===== config.mk =====
export PLATFORM = sky130hd
export DESIGN_NAME = bcd_7seg_scan
export DESIGN_NICKNAME = d
export VERILOG_FILES = /design/src/rtl/bcd_7seg_scan.sv
export SDC_FILE = /design/constraint.sdc
export NUM_CORES = 1
export LEC_CHECK = 0
export ABC_AREA = 0
export CAP_MARGIN = 0
export CORE_ASPECT_RATIO = 0.6
export CORE_MARGIN = 2
export CORE_UTILIZATION = 30
export CTS_CLUSTER_SIZE = 16
export DETAILED_ROUTE_END_ITERATION = 6
export PLACE_DENSITY = 0.59
export SLEW_MARGIN = 30
export SYNTH_ARGS = -nofsm -noshare
export SYNTH_HDL_FRONTEND = slang
export SYNTH_SLANG_ARGS = --single-unit

===== constraint.sdc =====
create_clock -name clk -period 3.7 [get_ports clk]
set_input_delay 0.74 -clock clk [delete_from_list [all_inputs] [get_ports clk]]
set_output_delay 0.74 -clock clk [all_outputs]
set_load 0.03 [all_outputs]

===== src/rtl/bcd_7seg_scan.sv =====
// Multiplexed N-digit BCD to 7-segment scan driver.
// Shadow-registered value, one-hot digit scan, leading-zero blanking, polarity select.
module bcd_7seg_scan #(
    parameter int NUM_DIGITS  = 4,
    parameter int REFRESH_DIV = 1000,
    parameter int ACTIVE_LOW  = 0,
    parameter int LZ_SUPPRESS = 1
) (
    input  logic                    clk,
    input  logic                    rst,
    input  logic [4*NUM_DIGITS-1:0] bcd_in,
    input  logic [NUM_DIGITS-1:0]   dp_in,
    input  logic                    load,
    input  logic                    blank,
    output logic [6:0]              seg,
    output logic                    dp,
    output logic [NUM_DIGITS-1:0]   an,
    output logic                    frame_done
);

    localparam int IW = (NUM_DIGITS > 1) ? $clog2(NUM_DIGITS) : 1;
    localparam int PW = (REFRESH_DIV > 1) ? $clog2(REFRESH_DIV) : 1;
    localparam logic [PW-1:0] P_LAST = PW'(REFRESH_DIV - 1);
    localparam logic [IW-1:0] I_LAST = IW'(NUM_DIGITS - 1);
    localparam logic INV = (ACTIVE_LOW != 0);
    localparam logic LZ  = (LZ_SUPPRESS != 0);

    logic [PW-1:0]           presc;
    logic [IW-1:0]           idx;
    logic [4*NUM_DIGITS-1:0] bcd_sh;
    logic [NUM_DIGITS-1:0]   dp_sh;
    logic                    tc;
    logic                    wrap;

    logic [3:0]            cur_code;
    logic                  cur_dp;
    logic                  cur_sup;
    logic [NUM_DIGITS-1:0] cur_an;
    logic [NUM_DIGITS-1:0] sup;
    logic                  zrun;
    logic [6:0]            seg_nx;

    assign tc   = (presc == P_LAST);
    assign wrap = tc && (idx == I_LAST);

    function automatic logic [6:0] decode(input logic [3:0] c);
        logic [6:0] s;
        case (c)
            4'd0:    s = 7'h3F;
            4'd1:    s = 7'h06;
            4'd2:    s = 7'h5B;
            4'd3:    s = 7'h4F;
            4'd4:    s = 7'h66;
            4'd5:    s = 7'h6D;
            4'd6:    s = 7'h7D;
            4'd7:    s = 7'h07;
            4'd8:    s = 7'h7F;
            4'd9:    s = 7'h6F;
            default: s = 7'h40;
        endcase
        return s;
    endfunction

    // Suppression chain from the top digit down, then pick the scanned digit.
    always_comb begin
        sup      = '0;
        zrun     = 1'b1;
        cur_code = 4'd0;
        cur_dp   = 1'b0;
        cur_sup  = 1'b0;
        cur_an   = '0;
        for (int i = NUM_DIGITS - 1; i >= 1; i--) begin
            zrun   = zrun && (bcd_sh[4*i +: 4] == 4'd0);
            sup[i] = zrun;
        end
        for (int i = 0; i < NUM_DIGITS; i++) begin
            if (idx == IW'(i)) begin
                cur_code  = bcd_sh[4*i +: 4];
                cur_dp    = dp_sh[i];
                cur_sup   = sup[i];
                cur_an[i] = 1'b1;
            end
        end
        seg_nx = (LZ && cur_sup) ? 7'h00 : decode(cur_code);
    end

    // Prescaler, digit index and end-of-frame pulse.
    always_ff @(posedge clk or posedge rst) begin
        if (rst) begin
            presc      <= '0;
            idx        <= '0;
            frame_done <= 1'b0;
        end else begin
            frame_done <= wrap;
            if (tc) begin
                presc <= '0;
                idx   <= wrap ? '0 : idx + IW'(1);
            end else begin
                presc <= presc + PW'(1);
            end
        end
    end

    // Shadow capture; the scan position is untouched by loads.
    always_ff @(posedge clk or posedge rst) begin
        if (rst) begin
            bcd_sh <= '0;
            dp_sh  <= '0;
        end else if (load) begin
            bcd_sh <= bcd_in;
            dp_sh  <= dp_in;
        end
    end

    // Registered display outputs with blanking and polarity applied last.
    always_ff @(posedge clk or posedge rst) begin
        if (rst) begin
            seg <= {7{INV}};
            dp  <= INV;
            an  <= {NUM_DIGITS{INV}};
        end else if (blank) begin
            seg <= {7{INV}};
            dp  <= INV;
            an  <= {NUM_DIGITS{INV}};
        end else begin
            seg <= seg_nx ^ {7{INV}};
            dp  <= cur_dp ^ INV;
            an  <= cur_an ^ {NUM_DIGITS{INV}};
        end
    end

endmodule


# After elaboration in Yosys (flattened, before gate mapping)

Memory sizes are Yosys's and may differ from the RTL's.
Cells that the tools add are included.

Reductions and logical operators: 7
Equality and inequality tests: 4
Add/subtract/negate cells: 2
Mux-type cells: 21

Operators with widths:

| cell                                                | count |
|---|---|
| 2-to-1 mux 4 bit                                    | 5 |
| 2-to-1 mux 7 bit                                    | 2 |
| zero test 4 bit                                     | 3 |
| 2-to-1 mux 1 bit                                    | 12 |
| adder 10 x 1 -> 10 bit, second input constant       | 1 |
| equality test 10 bit, second input constant         | 1 |
| 2-to-1 mux 10 bit                                   | 1 |
| equality test 2 bit, second input constant          | 2 |
| logical AND 1 bit                                   | 3 |
| adder 2 x 1 -> 2 bit, second input constant         | 1 |
| equality test 2 x 1 -> 1 bit, second input constant | 1 |
| zero test 2 bit                                     | 1 |
| 2-to-1 mux 2 bit                                    | 1 |

Logic and storage cells: 43
Memory bits (read-only): 112
Memories: 1
Flip-flop bits (word level): 45
Bits of input ports: 24
Output and inout port bits: 13

Memory list:

| name            | depth | bits a word | read ports | clocked after memory_dff | write ports | RTL line | source |
|---|---|---|---|---|---|---|---|
| (no name shown) | 16    | 7           | 1          | 0                        | 0           | 48       | `case (c)` |

# Logic depth before layout (Yosys ltp)

Gate-level depths: netlist of run 1.

Depth after elaboration: 8
Mapped depth: 11
Gate-level depth less buffers: 10

# Worst setup path before layout of run 1

No wires, ideal clock.

Path kind: register to register
Start point: reg idx[0]
End point: reg seg[6]
Data required time: 3.628 ns
Path buffers: 2
Setup slack: 1.428 ns
Arrival: 2.200 ns
Period minus slack after synthesis: 2.272 ns
Cell stages (with the launch flop): 10
Cell sequence: dfrtp_1 -> ha_1 -> clkbuf_2 -> buf_2 -> o311ai_0 -> inv_1 -> ha_1 -> o21ai_0 -> a21oi_1 -> nor2_1

Longest elaborated chain between the ends: 8

RTL lines:

| element                       | RTL line | source |
|---|---|---|
| from (decl)                   | 29       | `logic [IW-1:0] idx;` |
| from (signal assigned)        | 97       | `idx <= wrap ? '0 : idx + IW'(1);` |
| zero test 2 bit               | 77       | `if (idx == IW'(i)) begin` |
| 2-to-1 mux 4 bit (4 in a row) | 77       |  |
| memory (16 x 7 bit)           | -        |  |
| 2-to-1 mux 7 bit *            | 84       | `seg_nx = (LZ && cur_sup) ? 7'h00 : decode(cur_code);` |
| 2-to-1 mux 7 bit *            | 121      | `end else if (blank) begin` |
| to (signal assigned)          | 118      | `seg <= {7{INV}};` |
| to (signal assigned)          | 122      | `seg <= {7{INV}};` |
| to (signal assigned)          | 126      | `seg <= seg_nx ^ {7{INV}};` |
| to (decl)                     | 15       | `output logic [6:0] seg,` |

Every way passes the cells marked *; elsewhere a longest branch is shown, timed or not.
A chain may end at the register's enable or synchronous reset.

# Worst setup path in the final report of run 1

Same ends and word-level chain as after synthesis.

==> results of run 1 <==
## cells in the mapped netlist (all sizes together), types with 3 or more instances
cell     n
nand2    8
o21ai   12
nor3b    4
a21oi    7
nand3    5
dfrtp   45
mux2    19
xor2     3
nor3     3
xnor2    3
nor2b    8
ha      10
nand3b   5
a211oi   5
nor2    15
buf      4
clkbuf   4
o22ai    3
inv     11
## per-layer routing
layer	vias to the layer above	routed length (um)	track usage
li1	734	-	-
met1	715	2322	0.1807
met2	33	1592	0.1510
met3	7	230	0.03584
met4	0	55	0.03252
met5	-	0	0
## power breakdown
group	switching [mW]	leakage [nW]	internal, mW
Sequential	0.0205	0.553	0.528
Combinational	0.0902	0.540	0.0886
Clock	0.178	0.0706	0.248
Total	0.289	1.16	0.865
## through the flow
step / setup WS [ns] / power, mW
6_report: 1.222 / 1.153
5_1_grt: 0.9820 / 1.205
4_1_cts: 0.9800 / 1.167
3_5_place_dp: 1.006 / 0.7399
3_3_place_gp: 1.160 / 0.7402
2_1_floorplan: 1.428 / 0.6607
## path summary, 6_finish.rpt
path	from	to	cells after the start
setup / recovery	idx[0]	seg[6]	9
hold / removal	presc[0]	presc[0]	1
setup reg to reg	idx[0]	seg[6]	9
hold reg to reg	presc[0]	presc[0]	1
max in group asynchronous	rst	dp_sh[1]	3
min in group asynchronous	rst	bcd_sh[9]	2
## cell type report
cell class / count / area, um2 / area share
inverter: 11 / 41.29 / 0.01511
clock buffer: 6 / 128.9 / 0.04716
multi-input combinational: 127 / 954.7 / 0.3494
sequential: 45 / 1126 / 0.4121
tap: 87 / 108.9 / 0.03984
clock inverter: 2 / 10.01 / 0.003663
timing repair buffer: 37 / 362.8 / 0.1328
## cell families after synthesis
| family | synth area share |
|---|---|
| AND/OR/NAND/NOR | 0.1444 |
| flip-flops | 0.5199 |
| AO/OA/AOI/OAI | 0.1040 |
| multiplexers | 0.1080 |
| buffers and inverters | 0.04159 |
| adder cells (fa/ha/maj) | 0.05777 |
| XOR/XNOR | 0.02427 |
## sequential cells by signal (all words and copies together) (netlist names)
register and cells:
dp_sh 4, bcd_sh 16, idx 2, presc 10, frame_done 1, seg 7, an 4, dp 1
==> results by group, run 1 <==
Cells and area
  – Cell area after layout: 0.002733 mm2
  – Layout cells sized above 1: 0.1491
  – Fin util: 0.4007
  – FILL cells: around 670
  – Area grow syn2layout: 26.17%
  – Commonest non-fill, non-tap cell in the layout: dfrtp_1
  – Non-Filler Instances: 315
  – ANT cells: 0
  – Commonest cells after routing, fill and taps aside: 45 x dfrtp_1, 35 x clkdlybuf4s50_1, 19 x mux2_2
  – Final net count: ~260

Placed design
  – Post-DP Area: 0.002599 mm2
  – Post-DP HPWL: between 3000 and 4000 um
  – Inst Count DP: a little over 300
  – Final Wtd Congestion: slightly above 0.8
  – Number of port buffers: 36

Power
  – Peak VDD IR: approximately 0.19 mV
  – Pwr dens: 422.1 mW/mm2
  – Lkg Pwr: approximately 1.2 nW

Yosys
  – Syn_nets: about 230
  – Distinct cells, synth: 41
  – Post-Syn Area per Cell: approximately 11 um2
  – Ys flop type: dfrtp_1
  – Ys async rst share: 1.000
  – Top post-synthesis cells by area: dfrtp_1 52%, mux2_2 9.9%, ha_1 5.8%
  – Post-synthesis cell count: ~190
  – Sequential fraction of the synthesis area: 0.5199
  – Post-synth EDFFs: 0
  – Mapped cell area: between 0.002 and 0.0025 mm2
  – Ys Warns: 0
  – Synth Register Bits: 45
  – Area share of the largest cell type after synthesis: 0.5199
  – Yosys top cell by area: dfrtp_1

Global routing
  – Initial antenna violation count: 0
  – First-pass GRT wire length: a little over 7000 um
  – Grt ovf: 0
  – GRT Total Usage: 0.1162
  – Pin count of the biggest net entering global routing: 26
  – Vias in the first global route: approximately 1500

Floorplanning
  – Die area: between 0.007 and 0.008 mm2
  – IO Count: 37
  – Die height: between 60 and 70 um
  – Row count: 23
  – Die width: 113.7 um
  – Initial core utilization: 0.3176
  – Core Area: around 0.007 mm2

Clocking
  – Clock Path Buffers: 2
  – CTS tree: done
  – CTS Buf Count: 5
  – Worst-Skew Late Latency: 0.28 ns
  – Root Driver: clkbuf_16
  – Depth of the CTS H-tree: 2
  – Postcts setup bufs: 0
  – Worst-path clk slew: 0.06 ns
  – Hold Buf Count CTS: 0
  – Clk sink count: 45
  – Post-cts sizing count: 0

Detailed routing
  – Drt first pass iters: 4
  – Vias/cell: approximately 4.7
  – Vias: ~1500
  – DRC viols: 0
  – Antenna-violating nets left: 0
  – 1st-iter DRT viols: between 90 and 100
  – Wire per inst: about 13 um
  – Routed wire length: 4199 um

Flow run
  – Max-cap viol count: 0

Setup path
  – CP arrival: roughly 2.7 ns
  – Worst path bufs/invs: 3
  – Critical setup path kind: reg -> reg
  – Crit-path max FO: 10
  – CP required: roughly 3.9 ns
  – Setup crit end kind: flop
  – R2R setup slack: about 1.2 ns
  – Delay-heaviest family, CP: compound AO/OA/AOI/OAI gates
  – CP Launch Type: flop
  – Critical Path, Cell by Cell: inv_1 -> ha_1 -> inv_1 -> o311ai_1 -> inv_1 -> ha_1 -> o21ai_0 -> a21oi_1 -> nor2_1
  – CP max stage delay: just over 0.6 ns
  – Most frequent CP cell: inv_1
  – Slowest cell on crit path: o311ai_1

Timing
  – Hold WS: 0.4664 ns
  – Worst rel slew slack: 0.5280
  – TNS Setup: 0 ns
  – Hold Vio Cnt, Final: 0
  – Unrepaired setup endpoints after global routing: no
  – Worst-Margin Slew: around 0.70 ns
  – Final period utilization: 0.6696
  – Final setup viols: 0
  – Achievable Freq: a little over 400 MHz
  – Layout Skew: 0.006944 ns
  – Crit path time final: ~2.5 ns
  – Final Max Slew Viols: 0

Run status
  – Status: completed

Min path
  – Worst Hold Class: reg -> reg
No activity file was read; power rests on OpenSTA's default activity.
==> run 2: changes to the inputs <==
--- a/config.mk
+++ b/config.mk
@@ -12,7 +12,7 @@
 export CORE_UTILIZATION = 30
 export CTS_CLUSTER_SIZE = 16
 export DETAILED_ROUTE_END_ITERATION = 6
-export PLACE_DENSITY = 0.59
+export PLACE_DENSITY = 0.61
 export SLEW_MARGIN = 30
 export SYNTH_ARGS = -nofsm -noshare
 export SYNTH_HDL_FRONTEND = slang
==> constraint.sdc (replaced) <==
create_clock -name clk -period 2.06 [get_ports clk]
set_input_delay 0.412 -clock clk [delete_from_list [all_inputs] [get_ports clk]]
set_output_delay 0.412 -clock clk [all_outputs]
set_load 0.03 [all_outputs]
==> run 2 against run 1 <==
Power grew 81%. Worst hold slack got worse by 0.043 ns. Non-clock buffer count increased by 16. Largest cell class unchanged. Largest power group unchanged.
==> results by group, run 2 (same netlist as run 1, synthesis figures left out) <==
Timing
  – Final setup viols: 0 (unchanged)
  – Layout Skew: 0.001457 ns (-0.005488 ns)
  – Worst-Margin Slew: 0.5646 ns (-0.1391 ns)
  – Achievable Freq: 505.3 MHz (+25%)
  – Crit path time final: 1.979 ns (-0.4985 ns)
  – Hold Vio Cnt, Final: 0 (unchanged)
  – Final Max Slew Viols: 0 (unchanged)
  – Final period utilization: 0.9608 (+0.2911)
  – Worst rel slew slack: 0.6212 (+0.09329)
  – Unrepaired setup endpoints after global routing: no
  – Hold WS: 0.4233 ns (-0.04305 ns)
  – Final worst-path setup slack: 0.08082 ns (-1.142 ns)

Detailed routing
  – Wire per inst: 13.53 um (+1.5%)
  – Drt first pass iters: 4 (unchanged)
  – 1st-iter DRT viols: 57 (-37%)
  – Antenna-violating nets left: 0 (unchanged)
  – Vias: 1535 (+3.1%)
  – Vias/cell: 4.637 (-1.9%)
  – Routed wire length: 4479 um (+6.7%)
  – DRC viols: 0 (unchanged)

Floorplanning
  – Initial core utilization: 0.3176 (unchanged)
  – Die width: 113.7 um (unchanged)
  – Die height: 69.82 um (unchanged)
  – Die area: 0.007937 mm2 (unchanged)
  – Core Area: 0.006820 mm2 (unchanged)
  – Row count: 23 (unchanged)
  – IO Count: 37 (unchanged)

Power
  – Total power: 2.092 mW (+81%)
  – Peak VDD IR: 0.3208 mV (+66%)
  – Lkg Pwr: 1.246 nW (+7.0%)
  – Pwr dens: 723.2 mW/mm2 (+71%)

Cells and area
  – Commonest non-fill, non-tap cell in the layout: dfrtp_1
  – Final net count: 277 (+6.1%)
  – Layout cells sized above 1: 0.2213 (+0.07219)
  – Cell area after layout: 0.002893 mm2 (+5.9%)
  – Area grow syn2layout: 33.56%
  – Largest regs: bcd_sh: 16 flops, presc: 10 flops, seg: 7 flops
  – Commonest cells after routing, fill and taps aside: 45 x dfrtp_1, 36 x clkdlybuf4s50_1, 19 x mux2_2
  – Register with the most flip-flops: bcd_sh
  – ANT cells: 0 (unchanged)
  – Max reg flops: 16 (unchanged)

Global routing
  – Grt ovf: 0 (unchanged)
  – Initial antenna violation count: 0 (unchanged)
  – Pin count of the biggest net entering global routing: 32 (+23%)
  – First-pass GRT wire length: 7576 um (+4.2%)
  – GRT Total Usage: 0.1222 (+0.006044)
  – Vias in the first global route: 1548 (+3.3%)

Setup path
  – CP arrival: 2.18 ns (-0.50 ns)
  – R2R setup slack: 0.08 ns (-1.14 ns)
  – Setup crit end kind: flop
  – R2R depth: 6 (-3)
  – CP required: 2.26 ns (-1.65 ns)
  – Crit-path max FO: 13 (+3)
  – CP Launch Type: flop
  – Critical setup path kind: reg -> reg
  – Worst r2r src: idx[0]
  – Capture point of the worst reg-to-reg path: seg[4]

Clocking
  – CTS tree: done
  – Clk sink count: 45 (unchanged)
  – Root Driver: clkbuf_16
  – Worst-path clk slew: 0.06 ns (about the same)
  – CTS Buf Count: 5 (unchanged)
  – Depth of the CTS H-tree: 2 (unchanged)
  – Worst-Skew Late Latency: 0.28 ns (about the same)
  – Hold Buf Count CTS: 0 (unchanged)
  – Clock Path Buffers: 2 (unchanged)

Placed design
  – Final Wtd Congestion: 0.7978 (-1.8%)
  – Post-DP Area: 0.002726 mm2 (+4.9%)
  – Post-DP HPWL: 3339 um (+6.2%)
  – Number of port buffers: 36 (unchanged)
  – Pre-CTS setup slack: -0.01322 ns (-1.019 ns)

Run status
  – Status: completed

Min path
  – Worst Hold Class: in -> async

Flow run
  – Max-cap viol count: 0 (unchanged)
[run 2: cell types whose count changed in the layout (fill, tap and decap cells not counted), moves of 2 or more]
cell     before  now
buf_4         1   16
ha_1         10    6
ha_2          0    3
o21ai_0       8    6
o21ai_1       4    6
[run 2: final cells by class]
class,instances,area (um2)
multi-input combinational,127,977.2
inverter,11,41.29
clock buffer,6,128.9
fill,656,3928
timing repair buffer,53,500.5
sequential,45,1126
tap,87,108.9
clock inverter,2,10.01
[run 2: worst max-delay path by stage]
stage / from / end / slack (ns) / depth (start not counted)
after floorplan: idx[0] / seg[6] / 0.1 / 11
after global placement: blank / seg[4] / 0.01 / 6
after detailed placement: blank / seg[4] / -0.01 / 6
after CTS: idx[0] / seg[3] / 0.001 / 8
after global routing: idx[1] / seg[3] / 0.01 / 9
final: idx[0] / seg[4] / 0.08 / 6
[run 2: worst max-delay path, stage by stage, from the launching register on]
cell and delay [ns]:
dfrtp_1 0.42, ha_2 0.29, buf_4 0.17, a211oi_1 0.20
a211o_1 0.22, or3b_4 0.42, o22ai_1 0.17
[run 2: layer usage]
| metal | routed length (um) | part of all wire | GRT usage | vias to the layer above |
|---|---|---|---|---|
| met1 | 2451 | 0.55 | 0.1836 | 733 |
| met2 | 1794 | 0.40 | 0.1690 | 26 |
| met3 | 203 | 0.045 | 0.03671 | 4 |
| li1 | - | - | - | 772 |
| met4 | 29 | 0.0065 | 0.03252 | 0 |
| met5 | 0 | 0 | 0 | - |
[run 2: what timing repair did]
action | in CTS | in global routing
buffers inserted | 0 | 1
endpoints found under the setup margin | 2 | 7
hold endpoints to repair | 0 | 0
resized for setup | 1 | 7
[run 2: report_power, final]
| part | internal (mW) | switching (mW) |
|---|---|---|
| Combinational | 0.178 | 0.168 |
| Sequential | 0.949 | 0.0383 |
| Clock | 0.445 | 0.314 |
[run 2: through the flow]
stage                     cells  setup TNS [ns]    util
after floorplan             191               0       -
after global placement      322               0  0.3997
after detailed placement    322        -0.01814  0.3997
after CTS                   330               0  0.4205
after global routing        331               0  0.4241
final                       331               0  0.4241
